--- config.mk ---
export PLATFORM = sky130hd
export DESIGN_NAME = controle_contador
export DESIGN_NICKNAME = d
export VERILOG_FILES = /design/src/rtl/controle_contador.sv
export SDC_FILE = /design/constraint.sdc
export NUM_CORES = 1
export LEC_CHECK = 0
export ABC_AREA = 1
export CAP_MARGIN = 20
export CORE_AREA = 2 2 50 63
export CTS_CLUSTER_SIZE = 24
export DETAILED_ROUTE_END_ITERATION = 8
export DIE_AREA = 0 0 52 65
export MAX_ROUTING_LAYER = met4
export PLACE_DENSITY_LB_ADDON = 0.2
export SETUP_SLACK_MARGIN = 0.5
export SLEW_MARGIN = 30
export SYNTH_ARGS = -nofsm -noshare
export SYNTH_HDL_FRONTEND = slang
export SYNTH_SLANG_ARGS = --single-unit
--- constraint.sdc ---
create_clock -name clk -period 1.7 [get_ports clk]
set_input_delay 0.34 -clock clk [delete_from_list [all_inputs] [get_ports clk]]
set_output_delay 0.34 -clock clk [all_outputs]
set_load 0.05 [all_outputs]
--- src/rtl/controle_contador.sv ---
`default_nettype none
// ============================================================================
// Module   : controle_contador
// Purpose  : Sequencer driving the 7-bit shift/ring register (contador):
//            CLEAR, LOAD, SHIFT-in of N bits and ROTATE by N steps.
//            Optional macro CTRL_PAUSE_EN adds a pause input that stalls
//            SHIFT/ROTATE steps.
// Revision : 1.0 - initial release
// ============================================================================
module controle_contador (
   input  logic       clk,
   input  logic       rst_n,
   input  logic       cmd_valid,
   output logic       cmd_ready,
   input  logic [1:0] cmd_op,
   input  logic [6:0] cmd_data,
   input  logic [2:0] cmd_count,
`ifdef CTRL_PAUSE_EN
   input  logic       pause,
`endif
   output logic       ch1,
   output logic       ch0,
   output logic [6:0] load_bits,
   output logic       d,
   output logic       busy,
   output logic       done
);

   localparam logic [1:0] c_OP_CLEAR  = 2'b00;
   localparam logic [1:0] c_OP_LOAD   = 2'b01;
   localparam logic [1:0] c_OP_SHIFT  = 2'b10;
   localparam logic [1:0] c_OP_ROTATE = 2'b11;

   localparam logic [1:0] c_MODE_HOLD   = 2'b00;
   localparam logic [1:0] c_MODE_SHIFT  = 2'b01;
   localparam logic [1:0] c_MODE_ROTATE = 2'b10;
   localparam logic [1:0] c_MODE_LOAD   = 2'b11;

   typedef enum logic [1:0] {
      S_IDLE = 2'd0,
      S_EXEC = 2'd1,
      S_DONE = 2'd2
   } state_t;

   state_t     r_state;
   logic [1:0] r_op;
   logic [6:0] r_copy;
   logic [2:0] r_count;
   logic       w_pause;

`ifdef CTRL_PAUSE_EN
   assign w_pause = pause;
`else
   assign w_pause = 1'b0;
`endif

   // Outputs are registered from the next-cycle decision, so the first
   // EXEC step is already on the mode pins in the cycle after the accept.
   // r_count holds the steps still to be issued after the current one.
   always_ff @(posedge clk) begin
      if (!rst_n) begin
         r_state   <= S_IDLE;
         r_op      <= c_OP_CLEAR;
         r_copy    <= '0;
         r_count   <= '0;
         cmd_ready <= 1'b1;
         busy      <= 1'b0;
         done      <= 1'b0;
         {ch1, ch0} <= c_MODE_HOLD;
         load_bits <= '0;
         d         <= 1'b0;
      end else begin
         {ch1, ch0} <= c_MODE_HOLD;
         load_bits <= '0;
         d         <= 1'b0;
         done      <= 1'b0;
         case (r_state)
            S_IDLE: begin
               cmd_ready <= 1'b1;
               busy      <= 1'b0;
               if (cmd_valid) begin
                  r_op      <= cmd_op;
                  cmd_ready <= 1'b0;
                  busy      <= 1'b1;
                  if (cmd_op == c_OP_CLEAR || cmd_op == c_OP_LOAD) begin
                     r_state    <= S_EXEC;
                     {ch1, ch0} <= c_MODE_LOAD;
                     load_bits  <= (cmd_op == c_OP_LOAD) ? cmd_data : 7'd0;
                  end else if (cmd_count == 3'd0) begin
                     r_state <= S_DONE;
                     done    <= 1'b1;
                  end else begin
                     r_state    <= S_EXEC;
                     {ch1, ch0} <= (cmd_op == c_OP_SHIFT) ? c_MODE_SHIFT : c_MODE_ROTATE;
                     d          <= (cmd_op == c_OP_SHIFT) ? cmd_data[0] : 1'b0;
                     r_copy     <= {1'b0, cmd_data[6:1]};
                     r_count    <= cmd_count - 3'd1;
                  end
               end
            end
            S_EXEC: begin
               if (r_op == c_OP_CLEAR || r_op == c_OP_LOAD || r_count == 3'd0) begin
                  r_state <= S_DONE;
                  done    <= 1'b1;
               end else if (!w_pause) begin
                  {ch1, ch0} <= (r_op == c_OP_SHIFT) ? c_MODE_SHIFT : c_MODE_ROTATE;
                  d          <= (r_op == c_OP_SHIFT) ? r_copy[0] : 1'b0;
                  r_copy     <= {1'b0, r_copy[6:1]};
                  r_count    <= r_count - 3'd1;
               end
            end
            S_DONE: begin
               r_state   <= S_IDLE;
               cmd_ready <= 1'b1;
               busy      <= 1'b0;
            end
            default: begin
               r_state   <= S_IDLE;
               cmd_ready <= 1'b1;
               busy      <= 1'b0;
            end
         endcase
      end
   end

endmodule
`default_nettype wire
Word-level counts from Yosys, hierarchy flattened
Cells that the tools add are included.
{"block": "op_classes", "n_mux": 43, "reduce_logical": 13, "eq_ne": 10, "addsub": 2}
{"cell": "7-bit two-way mux", "n": 4}
{"cell": "1-bit two-way mux", "n": 20}
{"cell": "7-bit case mux with 2 select lines", "n": 1}
{"cell": "2-bit two-way mux", "n": 6}
{"cell": "3-bit two-way mux", "n": 4}
{"cell": "1-bit case mux with 2 select lines", "n": 6}
{"cell": "2-bit != test, second input constant", "n": 5}
{"cell": "5-bit AND reduction", "n": 2}
{"cell": "2-bit by 1-bit == test with 1-bit output, second input constant", "n": 3}
{"cell": "2-bit zero test", "n": 3}
{"cell": "3-bit zero test", "n": 2}
{"cell": "3-bit case mux with 2 select lines", "n": 1}
{"cell": "3-bit by 1-bit subtractor with 3-bit output, second input constant", "n": 2}
{"cell": "2-bit == test, second input constant", "n": 2}
{"cell": "2-bit case mux with 2 select lines", "n": 1}
{"cell": "2-bit AND reduction", "n": 2}
{"cell": "1-bit logical OR", "n": 3}
{"cell": "2-bit nonzero test", "n": 1}
{"block": "word_totals", "output_inout_bits": 13, "in_bits": 15, "reg_bits": 27, "wordCells": 79}

Depth between registers and ports, before layout
Gate-level depths: netlist (run 1).
{"block": "depth", "depth_word": 6, "depth_mapped": 12, "ltp_nobuf": 12}

Least setup slack after synthesis (run 1)
Ideal clock, no wire load.
{"block": "synth_path", "kind": "flip-flop to flip-flop", "startpoint": "register r_state[1]", "endpoint": "register r_count[2]", "stages_incl_launch_ff": 13, "t_arrival_ns": 1.229, "t_required_ns": 1.585, "path_slack_ns": 0.356, "setup_time_ns": 0.115, "path_buffers": 0, "synth_period_minus_slack_ns": 1.344, "cell_sequence": "dfxtp_1 > inv_2 > nand2_2 > nand2_1 > o21a_1 > inv_1 > ha_1 > inv_1 > nand3_1 > nand2_1 > nand3_1 > nand2_1 > nor2_1"}
{"block": "synth_via", "elab_chain_cells": 3}
{"item": "start, declared", "line_no": "45", "rtl": "state_t r_state;"}
{"item": "start signal, assigned", "line_no": "62", "rtl": "r_state <= S_IDLE;"}
{"item": "start signal, assigned", "line_no": "86", "rtl": "r_state <= S_EXEC;"}
{"item": "start signal, assigned", "line_no": "90", "rtl": "r_state <= S_DONE;"}
{"item": "2-bit by 1-bit == test with 1-bit output / 2-bit zero test (equally long branches)", "line_no": "77", "rtl": "case (r_state)"}
{"item": "2-bit != test (no line) / 2-bit nonzero test (equally long branches)"}
{"item": "5-bit AND reduction (no line)"}
{"item": "end signal, assigned", "line_no": "97", "rtl": "r_count <= cmd_count - 3'd1;"}
{"item": "end signal, assigned", "line_no": "109", "rtl": "r_count <= r_count - 3'd1;"}
{"item": "end, declared", "line_no": "48", "rtl": "logic [2:0] r_count;"}
Several ways; a longest one is shown, not always the timed one.
A chain may end at the register's enable or synchronous reset.

Worst setup path in the final report (run 1)
Same ends and word-level chain as after synthesis.

==> results_dict.tcl, run 1 <==
set metrics [dict create \
    clock.fmax_mhz 766 \
    drt_wl_total_mm 3.03 \
    rsz0062_at_grt "true" \
    drc_errors 0 \
    die-area_mm2 0.00338 \
    overflow 0 \
    port_buffers 27 \
    irDropWorstVdd_uv 442 \
    crit_end "r_count[2]" \
    r2r_end "r_count[2]" \
    tightestPinTransition_ns 0.240 \
    syn-cell-area_mm2 0.00119 \
    cts_tree "yes" \
    path_cells "inv_6 > nand2_8 > nand2_2 > o21a_1 > inv_2 > ha_4 > inv_2 > nand3_2 > nand2_2 > nand3_2 > nand2_1 > nor2_1" \
    syn2layout_area_growth_pct 54.2 \
    clk_pin_slew_ns 0.14 \
    p_leak_nw 0.814 \
    dp_hpwl_mm 2.01 \
    p_per_area_mw_per_mm2 786 \
    viasPerCell 4.91 \
    status "completed" \
    clock_sinks 26 \
    startpoint "r_state[1]" \
    antenna_found_initial 0 \
    grt-busiest-layer "met2" \
    via_count 1188 \
    max_cap_violations 0 \
    place_congestion 0.800 \
    report.final.slew_viol_count 0 \
    cts_made_buffers 3 \
    worstReg2RegStart "r_state[1]" \
    die_height_um 65 \
    synth.top_cell.area_share_pct 43.7 \
    layout-drive-gt1-share_pct 38.8 \
    ys_seq_area_share_pct 43.7 \
    fin_crit_sh_pct 76.8 \
    finalHoldViolations 0 \
    path_max_fanout 5 \
    met3_usage_pct 2.76 \
    syn_avg_cell_area_um2 7.32 \
    clock_path_buffers 2 \
    h-tree-depth 1 \
    clock_skew_ns 0.000824 \
    cp_slowest_cell "dfxtp_4" \
    clock_latency_ns 0.32 \
    ios 28 \
    ys_warn_count 0 \
    start_util_pct 42.1 \
    ys_ff_latch 26 \
    use_met1_pct 21.9 \
    post_drt_wl_per_cell_um 12.5 \
    fin_nets 223 \
    drtIter0Drc 15 \
    worstPathArrival_ns 1.54 \
    synth_cell_types 20 \
    diodes 0 \
    cts_hold_buffers 0 \
    slowest_delay_ns 0.39 \
    setup_viol_count_final 0 \
    placementRows 22 \
    max_slew_margin_pct 84.0 \
    critPathCaptureType "flop" \
    syn_inst 163 \
    place_inst 230 \
    dr.pass1.iters 4 \
    synthesis.nets 179 \
    finalCriticalPeriod_ns 1.30 \
    drtAntennaViolNets 0 \
    die_width_um 52 \
    post-synth-top-area-cell "dfxtp_1" \
    cp-start-kind "flop" \
    cp.required_ns 1.93 \
    grt_max_degree 19 \
    grt_use_total_pct 19.8 \
    hold_class "reg -> reg" \
    rr_worst_depth 12 \
    grt.met2_usage_pct 35.8 \
    core_area_mm2 0.00284 \
    root_buffer "clkbuf_4" \
    setup_tns_ns 0 \
    grt_pass1_vias 1149 \
    path_class "reg -> reg" \
    rrSetupSlack_ns 0.40 \
    grt_pass1_wl_mm 4.95 \
    stdcell_count 242 \
    ys_top_cells_by_area "dfxtp_1 (44%), nand2_1 (8.8%), nor2_1 (8.5%), inv_1 (7.6%), a21oi_1 (5.9%)" \
]
## logic make-up (layout without fill, tap and decap cells)
logic type / after synthesis / in the layout / share of synthesized area, %
AO/OA/AOI/OAI: 26 / 26 / 12.1
flip-flops: 26 / 26 / 43.7
AND/OR/NAND/NOR: 80 / 84 / 31.8
adder cells (fa/ha/maj): 1 / 1 / 1.05
buffers and inverters: 30 / 69 / 11.4
## layer usage
metal	share of wire, %	routed length [µm]
met4	1.1	33
met1	40	1200
met3	3.0	92
met5	0	0
met2	56	1700
## synth_stat cells
library cell,number
ha_1,1
dfxtp_1,26
o21a_1,3
nand4_1,3
inv_1,24
nand3_4,1
inv_2,2
nor2_1,27
buf_2,1
nand2_2,3
buf_6,3
a21oi_2,1
a211oi_1,1
nand2_4,2
o21ai_0,7
nor2_4,2
nand3_1,13
nand2_1,28
a21oi_1,14
nand3b_1,1
## power by group
group	switching (W)	leakage (nW)	internal, W	total (W)
logic	0.000227	0.568	0.000170	0.000397
clock network	0.000188	0.0261	0.000180	0.000368
registers	0.0000303	0.219	0.000650	0.000680
## layout make-up
cell class	instances	area, µm²
fillers	254	996
flip-flops and latches	26	543
clock buffers	4	47.5
repair buffers	39	414
multi-input cells	111	683
well taps	36	45.0
inverters	26	106
## worst min-delay path by stage
stage,start,end,slack (ns),depth (start not counted)
floorplan,r_copy[0],d,0.44,2
global placement,busy,busy,0.45,2
detailed placement,busy,busy,0.45,2
CTS,busy,busy,0.48,2
global route,r_copy[0],d,0.50,2
finish,r_copy[0],d,0.47,2
## worst max-delay path, delay by kind of cell, from the launching register on
family,cells,cell delay [ns]
flip-flops,1,0.39
AND/OR/NAND/NOR,7,0.38
buffers and inverters,3,0.17
adder cells (fa/ha/maj),1,0.15
AO/OA/AOI/OAI,1,0.14
## metrics by stage
stage          total power, W  utilization [%]  worst slack, ns  hold WS [ns]  instance area (µm²)
3_3_place_gp         0.000996             54.0           0.0592         0.453                 1530
6_report              0.00145             64.9            0.395         0.474                 1840
5_1_grt               0.00153             64.9            0.309         0.503                 1840
3_5_place_dp          0.00101             54.0         -0.00169         0.452                 1530
4_1_cts               0.00141             60.5            0.394         0.476                 1710
2_1_floorplan        0.000913                -            0.444         0.439                 1230
## timing repair
action	CTS	global route
gates resized for setup	21	38
gates cloned	2	2
pin swaps	6	9
endpoints found under the setup margin	18	31
buffers inserted	4	0
## flip-flops by register name, indices dropped and copies added, names as in the netlist
name,flops
r_count,3
r_copy,6
ch1,1
cmd_ready,1
r_op,2
d,1
done,1
ch0,1
r_state,2
load_bits,7
busy,1
## cells in the final DEF, fill, tap and decap left out, types with 4 or more instances in the layout
cell / n
nor2_4: 4
nand3_2: 4
buf_6: 12
nand2_2: 4
buf_8: 4
dfxtp_1: 12
nand2_4: 6
inv_1: 18
o21ai_0: 6
a21oi_2: 4
nand3_1: 9
dfxtp_2: 12
clkdlybuf4s50_1: 13
a21oi_1: 11
nor2_1: 23
inv_2: 6
buf_4: 8
nand2_1: 25
Note: power is estimated with default switching activity, not from simulation.
==> run 2, diff against run 1 <==
--- a/config.mk
+++ b/config.mk
@@ -7,10 +7,10 @@
 export LEC_CHECK = 0
 export ABC_AREA = 1
 export CAP_MARGIN = 20
-export CORE_AREA = 2 2 50 63
+export CORE_AREA = 2 2 51 64
 export CTS_CLUSTER_SIZE = 24
 export DETAILED_ROUTE_END_ITERATION = 8
-export DIE_AREA = 0 0 52 65
+export DIE_AREA = 0 0 53 66
 export MAX_ROUTING_LAYER = met4
 export PLACE_DENSITY_LB_ADDON = 0.2
 export SETUP_SLACK_MARGIN = 0.5
==> constraint.sdc (replaced) <==
create_clock -name clk -period 1.2 [get_ports clk]
set_input_delay 0.24 -clock clk [delete_from_list [all_inputs] [get_ports clk]]
set_output_delay 0.24 -clock clk [all_outputs]
set_load 0.05 [all_outputs]
==> results_dict.tcl, run 2 (synthesis results as in run 1) <==
set metrics [dict create \
    status "complete, but fails checks" \
    violations "negative setup slack" \
    port_buffers 27 \
    cts_made_buffers 3 \
    ios 28 \
    finalHoldViolations 0 \
    die_height_um 66 \
    grt_use_total_pct 21.7 \
    die-area_mm2 0.00350 \
    h-tree-depth 1 \
    dr.pass1.iters 4 \
    p_per_area_mw_per_mm2 1040 \
    rsz0062_at_grt "true" \
    reg_top3 "load_bits: 7 flops, r_copy: 6 flops, r_count: 3 flops" \
    path_class "reg -> reg" \
    grt_pass1_vias 1289 \
    max_slew_margin_pct 83.6 \
    grt_max_degree 19 \
    fin_nets 245 \
    post_drt_wl_per_cell_um 13.6 \
    root_buffer "clkbuf_4" \
    layout_setup_ws_ns -0.175 \
    largest_register "load_bits" \
    clk_pin_slew_ns 0.15 \
    start_util_pct 41.3 \
    worstPathArrival_ns 1.64 \
    max_cap_violations 0 \
    critPathCaptureType "flop" \
    report.final.slew_viol_count 0 \
    hold_class "in -> reg" \
    largest_register_ffs 7 \
    grt_pass1_wl_mm 5.47 \
    p_leak_nw 0.966 \
    final_common_cell "buf_4" \
    diodes 0 \
    drtAntennaViolNets 0 \
    final_cell_mix "buf_4 (24), nand2_1 (23), inv_1 (20)" \
    drtIter0Drc 29 \
    clock_sinks 26 \
    fin_crit_sh_pct 115 \
    finalHoldWorstSlack_ns 0.441 \
    layout-drive-gt1-share_pct 50.4 \
    tightestPinTransition_ns 0.246 \
    viasPerCell 5.01 \
    syn2layout_area_growth_pct 83.8 \
    path_max_fanout 4 \
    core_area_mm2 0.00289 \
    overflow 0 \
    cp.required_ns 1.47 \
    clock_latency_ns 0.33 \
    cts_hold_buffers 0 \
    cp-start-kind "flop" \
    place_congestion 0.870 \
    setup_viol_count_final 26 \
    cts_tree "yes" \
    finalCriticalPeriod_ns 1.37 \
    die_width_um 53 \
    drc_errors 0 \
    clock_skew_ns 0.00420 \
    via_count 1322 \
    placementRows 22 \
    irDropWorstVdd_uv 946 \
    setup_tns_ns -2.42 \
    clock.fmax_mhz 728 \
    dp_hpwl_mm 2.20 \
    antenna_found_initial 0 \
    clock_path_buffers 2 \
    drt_wl_total_mm 3.58 \
]
-- run 2: cell types whose count changed in the layout (fill, tap and decap cells not counted), sizes merged --
cell and change:
dlygate4sd2 -1, clkdlybuf4s50 +1, clkinvlp -1, nand2 -3, inv +1, buf +25
clkbuf -1, bufinv +1
-- run 2: cell type report --
class / count / area [µm²]
Inverter: 26 / 105
Fill cell: 201 / 698
Timing Repair Buffer: 64 / 727
Sequential cell: 26 / 549
Multi-Input combinational cell: 108 / 713
Clock inverter: 1 / 30.0
Clock buffer: 3 / 22.5
Tap cell: 36 / 45.0
-- run 2: power by group --
part | internal [W] | total, W | switching, W | leakage (nW)
registers | 0.000919 | 0.000966 | 0.0000474 | 0.220
logic | 0.000342 | 0.000703 | 0.000360 | 0.718
clock network | 0.000338 | 0.000619 | 0.000281 | 0.0279
total | 0.00160 | 0.00229 | 0.000688 | 0.966
-- run 2: what timing repair did --
action                                  CTS  global route
buffers inserted                          6             6
resized for setup                        23            28
endpoints found under the setup margin   39            39
pin swaps                                 8            12
cloned                                    2             0
-- run 2: metal layers --
metal | global-route usage, % | wire, µm
met1 | 23.8 | 1380
met3 | 3.17 | 108
met5 | - | 0
met4 | 9.94 | 95
met2 | 37.8 | 2000
-- run 2: final timing paths --
path	start	endpoint	slack, ns	depth (start not counted)
hold / removal	cmd_data[2]	load_bits[2]	0.44	3
setup reg to reg	r_state[1]	d	-0.17	8
setup / recovery	r_state[1]	d	-0.17	8
hold reg to reg	r_copy[0]	r_copy[0]	0.51	2
-- run 2: stage by stage --
stage	instance area (µm²)	total power [W]	util, %	cells	setup slack (ns)
6_report	2190	0.00229	75.8	264	-0.175
5_1_grt	2190	0.00239	75.8	264	-0.235
4_1_cts	2050	0.00220	70.9	258	-0.124
3_5_place_dp	1860	0.00153	64.2	246	-0.374
3_3_place_gp	1860	0.00151	64.2	246	-0.324
2_1_floorplan	1270	0.00131	-	163	-0.0544
-- run 2: worst max-delay path: stages (launching register included) --
cell     delay, ns
dfxtp_4       0.38
inv_4         0.07
buf_4         0.11
nand2_4       0.06
nor2_4        0.19
buf_6         0.12
buf_6         0.10
nand4_1       0.11
a21oi_1       0.17
